[config.mk]
export PLATFORM = sky130hd
export DESIGN_NAME = calc_seq_ctrl
export DESIGN_NICKNAME = d
export VERILOG_FILES = /design/src/rtl/calc_seq_ctrl.sv
export SDC_FILE = /design/constraint.sdc
export NUM_CORES = 1
export LEC_CHECK = 0
export BUFFER_PORTS_ARGS = -buffer_cell sky130_fd_sc_hd__buf_4
export CORE_UTILIZATION = 45
export DETAILED_ROUTE_END_ITERATION = 8
export PLACE_DENSITY = 0.69
export SYNTH_ARGS = -nofsm -noshare
export SYNTH_HDL_FRONTEND = slang
export SYNTH_SLANG_ARGS = --single-unit
[constraint.sdc]
create_clock -name i_clk -period 2.75 [get_ports i_clk]
set_input_delay 0.4125 -clock i_clk [delete_from_list [all_inputs] [get_ports i_clk]]
set_output_delay 0.4125 -clock i_clk [all_outputs]
set_load 0.01 [all_outputs]
[src/rtl/calc_seq_ctrl.sv]
// rtl/calc_seq_ctrl.sv - sequencing controller for the 6-bit four-function calculator datapath
// Optional remainder output o_rem is enabled with `define CALC_SEQ_REM_EN.
module calc_seq_ctrl #(
   parameter int DW = 6
) (
   input  logic            i_clk,
   input  logic            i_rst,
   input  logic            i_start,
   input  logic [1:0]      i_op,
   input  logic [DW-1:0]   i_data1,
   input  logic [DW-1:0]   i_data2,
   output logic            o_ready,
   output logic            o_busy,
   output logic            o_valid,
   input  logic            i_ack,
   output logic [2*DW-1:0] o_result,
`ifdef CALC_SEQ_REM_EN
   output logic [DW-1:0]   o_rem,
`endif
   output logic            o_err
);

   localparam int CW = $clog2(DW);

   localparam logic [1:0] OP_ADD = 2'b00;
   localparam logic [1:0] OP_SUB = 2'b01;
   localparam logic [1:0] OP_MUL = 2'b10;

   typedef enum logic [1:0] {
      S_IDLE = 2'd0,
      S_EXEC = 2'd1,
      S_DONE = 2'd2
   } state_t;

   state_t            state_q, state_d;
   logic [DW-1:0]     dvd_q, dvd_d;
   logic [DW-1:0]     dvs_q, dvs_d;
   logic [DW-1:0]     rem_q, rem_d;
   logic [DW-1:0]     quo_q, quo_d;
   logic [CW-1:0]     cnt_q, cnt_d;
   logic [2*DW-1:0]   result_q, result_d;
   logic              err_q, err_d;
`ifdef CALC_SEQ_REM_EN
   logic [DW-1:0]     rem_out_q, rem_out_d;
`endif

   logic [DW:0]       sum;
   logic [DW:0]       diff;
   logic [2*DW-1:0]   prod;
   logic [DW:0]       trial;
   logic [DW:0]       trial_sub;
   logic              trial_ge;
   logic [DW-1:0]     rem_next;
   logic [DW-1:0]     quo_next;

   always_comb begin
      sum  = {1'b0, i_data1} + {1'b0, i_data2};
      diff = {1'b0, i_data1} - {1'b0, i_data2};
      prod = {{DW{1'b0}}, i_data1} * {{DW{1'b0}}, i_data2};
   end

   // The trial remainder keeps one extra bit so a remainder >= 2^(DW-1) is not lost on the shift.
   always_comb begin
      trial     = {rem_q, dvd_q[DW-1]};
      trial_sub = trial - {1'b0, dvs_q};
      trial_ge  = (trial >= {1'b0, dvs_q});
      rem_next  = trial_ge ? trial_sub[DW-1:0] : trial[DW-1:0];
      quo_next  = {quo_q[DW-2:0], trial_ge};
   end

   always_comb begin
      state_d  = state_q;
      dvd_d    = dvd_q;
      dvs_d    = dvs_q;
      rem_d    = rem_q;
      quo_d    = quo_q;
      cnt_d    = cnt_q;
      result_d = result_q;
      err_d    = err_q;
`ifdef CALC_SEQ_REM_EN
      rem_out_d = rem_out_q;
`endif
      case (state_q)
         S_IDLE: begin
            if (i_start) begin
               state_d = S_DONE;
               err_d   = 1'b0;
`ifdef CALC_SEQ_REM_EN
               rem_out_d = '0;
`endif
               case (i_op)
                  OP_ADD: result_d = {{(DW-1){1'b0}}, sum};
                  OP_SUB: result_d = {{(DW-1){diff[DW]}}, diff};
                  OP_MUL: result_d = prod;
                  default: begin
                     if (i_data2 == '0) begin
                        result_d = {{DW{1'b0}}, {DW{1'b1}}};
                        err_d    = 1'b1;
`ifdef CALC_SEQ_REM_EN
                        rem_out_d = i_data1;
`endif
                     end else begin
                        state_d = S_EXEC;
                        dvd_d   = i_data1;
                        dvs_d   = i_data2;
                        rem_d   = '0;
                        quo_d   = '0;
                        cnt_d   = CW'(DW - 1);
                     end
                  end
               endcase
            end
         end
         S_EXEC: begin
            dvd_d = {dvd_q[DW-2:0], 1'b0};
            rem_d = rem_next;
            quo_d = quo_next;
            cnt_d = cnt_q - 1'b1;
            // The final iteration writes the result directly so DONE starts with it in place.
            if (cnt_q == '0) begin
               state_d  = S_DONE;
               result_d = {{DW{1'b0}}, quo_next};
               err_d    = 1'b0;
`ifdef CALC_SEQ_REM_EN
               rem_out_d = rem_next;
`endif
            end
         end
         S_DONE: begin
            if (i_ack) begin
               state_d  = S_IDLE;
               result_d = '0;
               err_d    = 1'b0;
`ifdef CALC_SEQ_REM_EN
               rem_out_d = '0;
`endif
            end
         end
         default: state_d = S_IDLE;
      endcase
   end

   always_ff @(posedge i_clk or posedge i_rst) begin
      if (i_rst) begin
         state_q  <= S_IDLE;
         dvd_q    <= '0;
         dvs_q    <= '0;
         rem_q    <= '0;
         quo_q    <= '0;
         cnt_q    <= '0;
         result_q <= '0;
         err_q    <= 1'b0;
`ifdef CALC_SEQ_REM_EN
         rem_out_q <= '0;
`endif
      end else begin
         state_q  <= state_d;
         dvd_q    <= dvd_d;
         dvs_q    <= dvs_d;
         rem_q    <= rem_d;
         quo_q    <= quo_d;
         cnt_q    <= cnt_d;
         result_q <= result_d;
         err_q    <= err_d;
`ifdef CALC_SEQ_REM_EN
         rem_out_q <= rem_out_d;
`endif
      end
   end

   assign o_ready  = (state_q == S_IDLE);
   assign o_busy   = (state_q == S_EXEC);
   assign o_valid  = (state_q == S_DONE);
   assign o_result = result_q;
   assign o_err    = err_q;
`ifdef CALC_SEQ_REM_EN
   assign o_rem    = rem_out_q;
`endif

endmodule
[Word-level counts from Yosys, hierarchy flattened]
Index checks and enable logic that the tools add are counted.
Cells by class
  add/subtract/negate cells: 4
  multiply operators: 1
  magnitude comparators: 1
  equality and inequality tests: 10
  multiplexer cells: 32
  bitwise operators: 2
  reductions and logical operators: 12
Operator list (count)
  one-hot mux 12 bit (3 select lines): 2
  two-way mux 12 bit: 4
  two-way mux 6 bit: 7
  one-hot mux 6 bit (2 select lines): 2
  multiplier 6 x 6 -> 12 bit: 1
  AND reduction 4 bit: 3
  two-way mux 2 bit: 5
  one-hot mux 5 bit (2 select lines): 1
  two-way mux 3 bit: 3
  adder 6 x 6 -> 7 bit: 1
  greater-or-equal comparator 7 x 6 -> 1 bit: 1
  subtractor 6 x 6 -> 7 bit: 1
  logical NOT 6 bit: 1
  != test 2 bit, second input constant: 3
  one-hot mux 2 bit (3 select lines): 1
  one-hot mux 3 bit (2 select lines): 1
  subtractor 6 bit: 1
  two-way mux 1 bit: 5
  != test 5 x 1 -> 1 bit, second input constant: 1
  AND reduction 5 bit: 1
  equality test 2 x 1 -> 1 bit, second input constant: 2
  equality test 2 bit, second input constant: 2
  logical NOT 2 bit: 2
  != test 2 x 1 -> 1 bit, second input constant: 2
  8 further kinds: 9
Word-level totals
  register bits: 41
  bits of input ports: 18
  output and inout port bits: 16
  logic and storage cells: 70

[Longest topological paths before layout]
  depth after elaboration: 5
  depth in mapped cells: 15
  mapped depth without buffers: 15

[Worst setup path after synthesis]
No wires, ideal clock.
  kind: in2reg
  start: in i_data1[3]
  end: reg result_q[10], in the netlist o_result[10]
  arrival time: 3.494 ns
  data required time: 2.674 ns
  setup slack: -0.821 ns
  cell stages on the path: 12
  buffers on the path: 0
  cell sequence: ha_1 fa_1 fa_1 inv_1 fa_1 inv_1 ha_1 a21oi_1 o21ai_1 or4_1 and3_1 o21ai_1
Between the ends
  longest elaborated chain between the ends: 4
  elaborated cells between the ends (all ways): 5
  classes of those cells: add/sub (1); mul (1); mux (3)
RTL lines
  start: declaration: line 10  | input logic [DW-1:0] i_data1,
  multiplier 6 x 6 -> 12 bit / subtractor 6 x 6 -> 7 bit (equally long branches): line 59, 58
  one-hot mux 12 bit (3 select lines) (*): line 91  | case (i_op)
  two-way mux 12 bit (*): line 85  | if (i_start) begin
  one-hot mux 12 bit (3 select lines) (*): line 83  | case (state_q)
  end signal: assignment: line 163  | result_q <= result_d;
  end: declaration: line 41  | logic [2*DW-1:0] result_q, result_d;
Mark *: on every way between the ends. The rest lies on a longest branch, timed or not. The select of a mux whose other input is x is not followed.
A chain may end at the register's enable or synchronous reset.

[Worst setup path after layout]
Ends and elaborated chain as after synthesis.

==> key figures <==
Detailed routing
  • Routed wl met2: 4560 um
  • Routed met3 length: 223 um
  • Wl on met1: between 4000 and 5000 um
  • Top Metal Used: met4
  • Total number of vias: ~3.3k
  • DR pass1 iterations: 4
  • Drt total wl: slightly above 9000 um
  • Vias per Instance: 5.38
  • Antenna Nets Post-Route: 0
  • DRC violations left: 0
  • DRT iter0 DRCs: 186
  • DR WL/cell: 14.9 um

Logic synthesis
  • Area contributors post-synth: dfrtp_1 26%, ha_1 15%, fa_1 10%
  • FF+latch count, synth: 41
  • Yosys top cell area share: 26.4%
  • Async SR Flop Fraction: 100%
  • Synth area leader: dfrtp_1
  • Seq/Total Area, Yosys: 26.4%
  • Most used DFF post-synth: dfrtp_1
  • Avg Synthesized Cell Area: 8.84 um2
  • Syn Inst Count: 439
  • Number of enable flip-flop cells after synthesis: 0
  • Syn_nets: 525
  • Post-Syn Area: 3880 um2
  • Netlist cell types: 61
  • Yosys Warn Count: 0

Worst setup path
  • FF-to-FF path depth: 8
  • CP required: 2.97 ns
  • CP Max Fanout: 7
  • Flop2flop setup slack: about 0.5 ns
  • Nature of the critical path startpoint: primary input
  • WS Path Type: primary input to flop
  • Reg-to-Reg End: rem_q[0]
  • CP Capture Type: flop
  • Data arrival, critical path: 3.33 ns
  • RR Startpoint: rem_q[2]

Placed design
  • DP Wirelength: 7240 um
  • Routability cong.: 0.840
  • Placed inst area: between 4000 and 5000 um2
  • # port buffers: 33

Clocking
  • CTS tree: built
  • Clock Tree Buf Depth: 2
  • CTS Buf Count: 5
  • H-Tree Depth: 2
  • CTS Root Cell: clkbuf_8
  • Clk pin slew, worst setup/hold paths: 0.09 ns
  • Clock Latency Late Sink: 0.30 ns
  • Sink Count: slightly above 40

Min path
  • Hold crit path type: primary input to asynchronous set/reset pin

Global routing
  • All-Layer GR Usage: 22.3%
  • Largest net degree at the start of global routing: 42
  • Gr ovfl total: 0
  • First-pass GRT wire length: 15600 um
  • Number of global-route vias before repair: 3354
  • Antenna violations before repair: 0

Floorplan
  • Die height: 94.9 um
  • Boundary Pins: 34
  • Core Area: 8300 um2
  • Die Wd: 94.9 um
  • Die ar.: between 8000 and 9000 um2
  • # rows: 33
  • Initial Utilization: a little under half

Layout
  • Nets: 599
  • Post-layout util: 59.9%
  • Area of the multi-input gates: 2770 um2
  • Layout cells sized above 1: between 20% and 30%
  • Synth-to-Final Area Change: 28.1%
  • Register Area: 1030 um2
  • Design area: 4970 um2
  • Fillers: 722
  • Most common cell after layout, fill and taps aside: buf_4
  • Most frequent cells in the layout: 67 x buf_4, 55 x nand2_1, 52 x inv_1
  • ANT cells: 0

Timing
  • Max_slew headroom: between 60% and 70%
  • F_max: 322 MHz
  • Worst slew pin tran: ~0.57 ns
  • Crit share post-route: 113%
  • PnR worst setup slack: -0.357 ns
  • Clk_skew: roughly 0.013 ns
  • RSZ-0062 raised after global routing: yes
  • # setup viols final: 8
  • Setup tns final: -2.31 ns
  • Final hold vios: 0
  • Max Slew Vio Count: 0
  • Minimum clock period: between 3 and 4 ns

Run status
  • Outcome: finished, violations left
  • Failing checks: negative setup slack

Pwr
  • PwrDens: roughly 760 nW/um2
  • Lkg Pwr: 2.38 nW
  • Pwr Total: 3.78 mW
  • Peak VDD IR: 0.000286 V

Job
  • Max-cap viol count: 0
## power breakdown
part | internal (mW) | total, mW | switching, mW | leakage (nW)
clock network | 0.264 | 0.481 | 0.217 | 0.0540
logic | 1.09 | 2.36 | 1.27 | 1.80
registers | 0.812 | 0.930 | 0.118 | 0.528
total | 2.17 | 3.78 | 1.61 | 2.38
## cells by family (layout without fill, tap and decap cells)
family	Yosys count	in the layout	synth area share (%)
and+or+nand+nor	125	125	15.2
AOI/OAI and AO/OA	110	110	19.1
buffers and inverters	73	147	8.00
adders and majority gates	68	68	25.8
DFF	41	41	26.4
muxes	12	12	3.16
xor gates and xnor gates	10	10	2.26
## synth_stat cells (2+ instances only)
cell      instances
a211oi_1          4
a21o_1            4
a21oi_1          25
a21oi_2           3
a221oi_1          4
a22oi_1           2
a31oi_1           4
and2_1           13
and3_1            2
buf_2             5
buf_4             2
buf_6             3
clkbuf_1          3
dfrtp_1          41
fa_1             20
ha_1             48
inv_1            58
mux2_2            2
mux2i_1          10
nand2_1          62
nand2b_1          6
nand3_1           3
nand3b_1          2
nor2_1           21
nor2b_1           5
nor4_1            2
o211ai_1          3
o21ai_0          31
o21ai_1           3
o22ai_1           2
o31ai_1           5
o41ai_1           4
xnor2_1           5
xor2_1            5
## worst max path at each step
stage                           from  slack, ns      endpoint  cells past startpoint
after floorplan           i_data2[3]      -0.49  o_result[11]                     14
after global placement    i_data2[3]      -0.73  o_result[11]                     15
after detailed placement  i_data2[3]      -0.80  o_result[11]                     15
after CTS                 i_data1[2]      -0.38  o_result[10]                     14
after global routing      i_data1[2]      -0.47   o_result[7]                     15
final                     i_data1[3]      -0.36  o_result[10]                     14
## per-layer routing
| metal | global-route usage (%) | up-vias |
|---|---|---|
| met5 | 0 | - |
| met4 | 6.57 | 0 |
| met3 | 2.50 | 15 |
| met2 | 39.0 | 58 |
| met1 | 29.0 | 1611 |
| li1 | - | 1640 |
## state kept, by name, summed over array words and instances, names as in the netlist
signal,cells
state_q,2
o_result,12
o_err,1
dvd_q,6
quo_q,5
dvs_q,6
cnt_q,3
rem_q,6
## what timing repair did
action                     4_1_cts  5_1_grt
buffers inserted                 4        1
setup endpoints to repair        8        8
resized for setup               31       12
hold buffers                     0        0
pin swaps                       20       13
cloned                           0        0
## area by class of cell
cell class,instances,share of cell area (%)
well taps,105,2.64
multi-input cells,325,55.8
inverters,59,4.51
flip-flops and latches,41,20.6
clock buffers,5,1.38
clock inverters,2,0.705
repair buffers,81,14.3
## per-stage QoR
| step | worst slack, ns | hold slack (ns) | instances |
|---|---|---|---|
| final | -0.357 | 0.247 | 618 |
| after global placement | -0.731 | 0.461 | 606 |
| after global routing | -0.471 | 0.307 | 618 |
| after detailed placement | -0.798 | 0.469 | 606 |
| after CTS | -0.383 | 0.270 | 617 |
| after floorplan | -0.485 | 0.443 | 439 |
## worst max-delay path, cell delays in order
cell     delay, ns
buf_6         0.12
nand2_4       0.06
fa_1          0.51
inv_1         0.05
fa_1          0.48
inv_1         0.05
fa_1          0.50
inv_2         0.05
ha_4          0.23
a21oi_4       0.15
o21ai_2       0.08
or4_1         0.38
and3_1        0.15
o21ai_1       0.10
Note: power is estimated with default switching activity, not from simulation.
